==> config.mk <==
export PLATFORM = sky130hd
export DESIGN_NAME = decode_family
export DESIGN_NICKNAME = d
export VERILOG_FILES = /design/src/rtl/decode_family_pkg.sv /design/src/rtl/decode_family_match.sv /design/src/rtl/decode_family.sv
export SDC_FILE = /design/constraint.sdc
export NUM_CORES = 1
export LEC_CHECK = 0
export CORE_MARGIN = 2
export CORE_UTILIZATION = 39
export CTS_BUF_LIST = sky130_fd_sc_hd__clkbuf_4 sky130_fd_sc_hd__clkbuf_8
export CTS_CLUSTER_SIZE = 8
export DETAILED_ROUTE_END_ITERATION = 12
export GPL_ROUTABILITY_DRIVEN = 0
export PLACE_DENSITY = 0.86
export SLEW_MARGIN = 40
export SYNTH_ARGS = -nofsm -noshare
export SYNTH_HDL_FRONTEND = slang
export SYNTH_HIERARCHICAL = 1
export SYNTH_SLANG_ARGS = --single-unit
==> constraint.sdc <==
create_clock -name clk -period 2.01 [get_ports clk]
set_clock_uncertainty 0.05 [all_clocks]
set_input_delay 0.402 -clock clk [delete_from_list [all_inputs] [get_ports clk]]
set_output_delay 0.402 -clock clk [all_outputs]
set_load 0.02 [all_outputs]
==> src/rtl/decode_family_pkg.sv <==
// Shared constants for the ARMv4 instruction family decoder: family indices,
// per-family mask/match pairs and the priority order used by DECODE_PRIO_EN.
package decode_family_pkg;

  localparam int unsigned NUM_FAM = 16;

  localparam logic [3:0] FAM_DP_IMM  = 4'd0;
  localparam logic [3:0] FAM_DP_ISH  = 4'd1;
  localparam logic [3:0] FAM_DP_RSH  = 4'd2;
  localparam logic [3:0] FAM_MUL     = 4'd3;
  localparam logic [3:0] FAM_MULL    = 4'd4;
  localparam logic [3:0] FAM_MRS     = 4'd5;
  localparam logic [3:0] FAM_MSR_IMM = 4'd6;
  localparam logic [3:0] FAM_MSR_REG = 4'd7;
  localparam logic [3:0] FAM_LS_IMM  = 4'd8;
  localparam logic [3:0] FAM_LS_REG  = 4'd9;
  localparam logic [3:0] FAM_HW_IMM  = 4'd10;
  localparam logic [3:0] FAM_HW_REG  = 4'd11;
  localparam logic [3:0] FAM_SWP     = 4'd12;
  localparam logic [3:0] FAM_LSM     = 4'd13;
  localparam logic [3:0] FAM_BR      = 4'd14;
  localparam logic [3:0] FAM_UNDEF   = 4'd15;

  // A word belongs to family i when (ir & FAM_MASK[i]) == FAM_MATCH[i].
  localparam logic [31:0] FAM_MASK [0:15] = '{
    32'h0E00_0000, 32'h0E00_0010, 32'h0E00_0090, 32'h0FC0_00F0,
    32'h0F80_00F0, 32'h0FB0_0000, 32'h0FB0_0000, 32'h0FB0_0010,
    32'h0E00_0000, 32'h0E00_0010, 32'h0E40_0090, 32'h0E40_0090,
    32'h0FB0_00F0, 32'h0E00_0000, 32'h0E00_0000, 32'h0E00_0010
  };

  localparam logic [31:0] FAM_MATCH [0:15] = '{
    32'h0200_0000, 32'h0000_0000, 32'h0000_0010, 32'h0000_0090,
    32'h0080_0090, 32'h0100_0000, 32'h0320_0000, 32'h0120_0000,
    32'h0400_0000, 32'h0600_0000, 32'h0040_0090, 32'h0000_0090,
    32'h0100_0090, 32'h0800_0000, 32'h0A00_0000, 32'h0600_0010
  };

  // Highest priority first.
  localparam logic [3:0] PRIO_ORDER [0:15] = '{
    FAM_SWP, FAM_MUL, FAM_MULL, FAM_HW_IMM, FAM_HW_REG, FAM_MRS,
    FAM_MSR_REG, FAM_MSR_IMM, FAM_UNDEF, FAM_LS_REG, FAM_LS_IMM,
    FAM_LSM, FAM_BR, FAM_DP_RSH, FAM_DP_ISH, FAM_DP_IMM
  };

  // Returns {hit, idx}; walks lowest priority first so the highest set bit wins.
  function automatic logic [4:0] prio_pick(input logic [15:0] fam);
    logic [4:0] res;
    res = 5'd0;
    for (int k = 15; k >= 0; k--) begin
      if (fam[PRIO_ORDER[k]]) begin
        res = {1'b1, PRIO_ORDER[k]};
      end else begin
        res = res;
      end
    end
    return res;
  endfunction

endpackage

==> src/rtl/decode_family_match.sv <==
// Purely combinational family matcher: one independent mask/match test per family.
module decode_family_match
  import decode_family_pkg::*;
(
  input  logic [31:0] ir,
  output logic [15:0] f
);

  // Evaluate every family pattern in parallel; overlaps give a multi-hot result.
  always_comb begin
    f = 16'h0000;
    for (int i = 0; i < NUM_FAM; i++) begin
      f[i] = ((ir & FAM_MASK[i]) == FAM_MATCH[i]);
    end
  end

endmodule

==> src/rtl/decode_family.sv <==
// ARMv4 instruction family decoder with one-cycle registered outputs.
// Optional macro DECODE_PRIO_EN adds fam_hit/fam_idx priority-encoded outputs.
module decode_family
  import decode_family_pkg::*;
(
  input  logic        clk,
  input  logic        rst,
  input  logic        ir_valid,
  input  logic [31:0] ir,
  output logic        f_valid,
  output logic [15:0] f
`ifdef DECODE_PRIO_EN
  , output logic      fam_hit
  , output logic [3:0] fam_idx
`endif
);

  logic [15:0] f_s;
  logic [15:0] f_r;
  logic        f_valid_r;

  decode_family_match u_match (
    .ir (ir),
    .f  (f_s)
  );

  // Capture the match vector on valid words; f holds when ir_valid is low.
  always_ff @(posedge clk) begin
    if (rst) begin
      f_r       <= 16'h0000;
      f_valid_r <= 1'b0;
    end else begin
      f_valid_r <= ir_valid;
      if (ir_valid) begin
        f_r <= f_s;
      end else begin
        f_r <= f_r;
      end
    end
  end

  assign f       = f_r;
  assign f_valid = f_valid_r;

`ifdef DECODE_PRIO_EN
  logic [4:0] prio_s;
  logic       fam_hit_r;
  logic [3:0] fam_idx_r;

  assign prio_s = prio_pick(f_s);

  // Priority result registered alongside f so both update on the same edge.
  always_ff @(posedge clk) begin
    if (rst) begin
      fam_hit_r <= 1'b0;
      fam_idx_r <= 4'd0;
    end else if (ir_valid) begin
      fam_hit_r <= prio_s[4];
      fam_idx_r <= prio_s[3:0];
    end else begin
      fam_hit_r <= fam_hit_r;
      fam_idx_r <= fam_idx_r;
    end
  end

  assign fam_hit = fam_hit_r;
  assign fam_idx = fam_idx_r;
`endif

endmodule

* Yosys cells after proc, flatten, opt, wreduce, memory -nomap -nowiden *
Cells that the tools add are included.
Widths: inputs -> output; s select.

word-level totals
  register bits = 17
  input bits = 35
  output and inout bits = 17

operators by class
  equal/unequal tests = 15
  reductions and logical operators = 1

operators by type and width
  cell                 number
  $logic_not 32->1     1
  $eq 11x8->1 const B  1
  $eq 10x4->1 const B  1
  $eq 9x5->1 const B   1
  $eq 4x3->1 const B   2
  $eq 8x5->1 const B   1
  $eq 7x4->1 const B   1
  $eq 7x5->1 const B   1
  $eq 3x3->1 const B   2
  $eq 6x2->1 const B   1
  $eq 6x3->1 const B   1
  $eq 5x1->1 const B   1
  $eq 3x1->1 const B   1
  $eq 3x2->1 const B   1

* Depth between registers and ports, before layout *
  depth in word-level cells = 1
  gate-level depth with buffers = 4

* Hierarchy *
Netlist, hierarchy kept.

modules (own cells, without submodules)
  module               times used  cells each  area an instance (µm²)  seq. area each (µm²)
  decode_family        1           54          608.1                   340.3
  decode_family_match  1           28          188.9                   0.0

* Worst setup path before layout *
Ideal clock, no wire load.

  path kind = input-to-reg
  start = input port ir[23]
  end = register f_r[6] (netlist: f[6])
  arrival time = 1.268 ns
  data required time = 1.896 ns
  slack = 0.628 ns
  cell stages on the path = 4
  buffers on the path = 0
  cell sequence = or4b_4 nor3_2 mux2i_1 nor2_1

on the way
  cells in the longest elaborated chain, start to end = 1

ends and longest elaborated chain
  element               line                       text
  start, declared       decode_family.sv:9         input logic [31:0] ir,
  $eq 7x5->1            decode_family_match.sv:13  f[i] = ((ir & FAM_MASK[i]) == FAM_MATCH[i]);
  named net f_s[6]      decode_family.sv:18        logic [15:0] f_s;
  end signal, assigned  decode_family.sv:35        f_r <= f_s;
  end signal, assigned  decode_family.sv:37        f_r <= f_r;
  end, declared         decode_family.sv:19        logic [15:0] f_r;

The timed path passes the listed nets, and every way through them passes these cells.
A chain may end at the register's enable or synchronous reset.

* Final worst setup path *
  start = register f_r[15] (netlist: f[15])
  end = output port f[15]

RTL lines
  element        line                 text
  end, declared  decode_family.sv:11  output logic [15:0] f

No word-level cell between the ends.

==> results.cfg <==
[synthesis]
ys_seq_area_share_pct = 42.7
synth_adder_area_share_pct = 0
synth_fp_nets = 117
synth_cell_types = 22
avgSynthCellArea_um2 = 9.72
ys_seq_elements = 17
synth_top_area_share_pct = 42.7
synth_top_family_by_area = simple AND/OR/NAND/NOR gates
syn_area_um2 = 797
yosysTopAreaCell = dfxtp_1
synth-xor-area-share_pct = 0
synth_mux_area_share_pct = 20.1
synthSimpleGateAreaFrac_pct = 30.1
synth_compound_area_share_pct = 0
netlist_instances = 82
synth_area_leaders = dfxtp_1, mux2i_1, nor2_1
yosys_warnings = 6

[layout]
finalNetCount = 153
syn2layout_area_growth_pct = 45.2
diodes = 0
nFillCells = 179
drive_gt1_share_pct = 12.8

[drt]
drt-initial-drc-count = 14
via_per_inst = 4.82
detailroute.via_count = 694
routed_wl_um = 1810
drc = 0
drt_pass1_iterations = 4
routedWlPerCell_um = 12.6
antenna_left = 0

[sta]
slew_headroom_pct = 60.9
fmax_mhz = 586
rsz0062_at_grt = false
hold_viol_final = 0
fin_ws_ps = 305
setup_viol = 0
fin_crit_ps = 1710
finalSetupTns_ps = 0
period_share_pct = 84.8
tightest_slew_ps = 584
finalMaxSlewViolations = 0

[clock_tree]
cts_tree = yes
ctsHtreeMaxLevel = 1
cts.repair.resized = 0
clock_sinks = 17
post_cts_buffers = 0
clk_pin_slew_ps = 90
clock_latency_ps = 290
cts.path.max_buffers = 2
cts_root_buf = clkbuf_4
numCtsBuffers = 3
ctsHoldBuffers = 0

[critical_path]
cp_slowest_cell = clkdlybuf4s50_1
rr_worst_depth = 2
worstReg2RegEnd = f[4]
path_cells = clkdlybuf4s50_1
end_kind = output port
path_buf_inv = 1
critPathKind = register to output port
slowest_delay_ps = 610
start_kind = register
arrival_ps = 1250
path_max_fanout = 2
reg2reg_slack_ps = 1320
crit-reg2reg-launch = f[4]
worstPathRequired_ps = 1560
crit_family = buffers and inverters

[worst_hold_path]
hold_path_class = register to register
hold_depth = 2
min_from = f[0]
holdPathEnd = f[0]

[power]
p_leak_nw = 0.464
power_density_nw_per_um2 = 538
ir_worst_vdd_v = 0.000546

[outcome]
outcome = finished, final reports clean

[global_route]
grt_max_degree = 18
antenna_found_initial = 0
grt_pass1_wl_um = 2880
gr-total-overflow = 0
grt_usage_pct = 15.7
grt_pass1_vias = 644

[floorplanning]
num_rows = 16
die_w_um = 49.2
die_area_um2 = 2420
die_h_um = 49.2
start_util_pct = 41.0
fp.coreArea_um2 = 1940
io_pins = 52

[place]
port_buffers = 31
dp_hpwl_um = 1420
pre_cts_slack_ps = 51.7

[run]
cap_violations = 0
==> tightest hold or removal path: stages, from the launching register on <==
cell,delay [ps]
dfxtp_1,340
mux2i_1,60
nor2_1,70
==> worst max-delay path by stage <==
stage | from | end | slack (ps) | cells after the start
after floorplan | ir[23] | f[6] | 630 | 4
after global placement | ir[27] | f[4] | 60 | 5
after global routing | f[11] | f[11] | 250 | 1
final | f[15] | f[15] | 300 | 1
after CTS | f[15] | f[15] | 280 | 1
after detailed placement | ir[25] | f[4] | 50 | 5
==> synth_stat cells (all sizes together) <==
master and count:
nor2 21, dfxtp 17, mux2i 16, buf 4, inv 4, nor3 4
nor4 4, nor3b 2, and3 1, nand2 1, nand2b 1, nand3 1
nand4bb 1, nor2b 1, or2 1, or3 1, or4 1, or4b 1
==> layout make-up <==
cell class / count / area [um2] / share of cell area (%)
clock inverters: 1 / 5.00 / 0.432
well taps: 27 / 33.8 / 2.92
flip-flops and latches: 17 / 340 / 29.4
inverters: 4 / 15.0 / 1.30
clock buffers: 3 / 22.5 / 1.95
repair buffers: 35 / 340 / 29.4
multi-input cells: 57 / 400 / 34.6
==> report_power, final <==
part / internal (mW) / total, mW / switching, mW / leakage, nW
Clock: 0.0742 / 0.182 / 0.108 / 0.0177
Combinational: 0.0523 / 0.0982 / 0.0459 / 0.309
Sequential: 0.341 / 0.343 / 0.00188 / 0.137
Total: 0.468 / 0.623 / 0.156 / 0.464
==> flip-flops by register name, indices dropped and copies added (netlist names) <==
register	count
f	16
f_valid	1
==> placed cells by master, fill, tap and decap left out, drive strengths merged, types with 2 or more instances in the layout <==
cell and instances:
nor2 21, buf 4, nor4 4, inv 4, mux2i 16, nor3b 2, clkbuf 3, clkdlybuf4s50 31
dfxtp 17, nor3 4
==> cells by family after synthesis <==
kind of cell / after synthesis
buf+inv: 8
mux: 16
flops: 17
simple gates: 41
==> through the flow <==
step	instance area (um2)	cells	hold WS [ps]	total power [mW]	util (%)
floorplan	797	82	533	0.400	-
global placement	1130	140	421	0.447	58.2
detailed placement	1130	140	436	0.449	58.2
CTS	1160	144	463	0.637	59.6
global route	1160	144	483	0.654	59.6
finish	1160	144	453	0.623	59.6
==> metal layers <==
layer  share of wire, %  vias to the layer above  routed length [um]  global-route usage (%)
li1                   -                      350                   -                       -
met1                 46                      323                 828                    18.9
met2                 48                       17                 871                    24.8
met3                4.4                        4                  80                    4.60
met4                1.5                        0                  28                    8.57
met5                  0                        -                   0                       0
(Power assumes the default switching activity.)
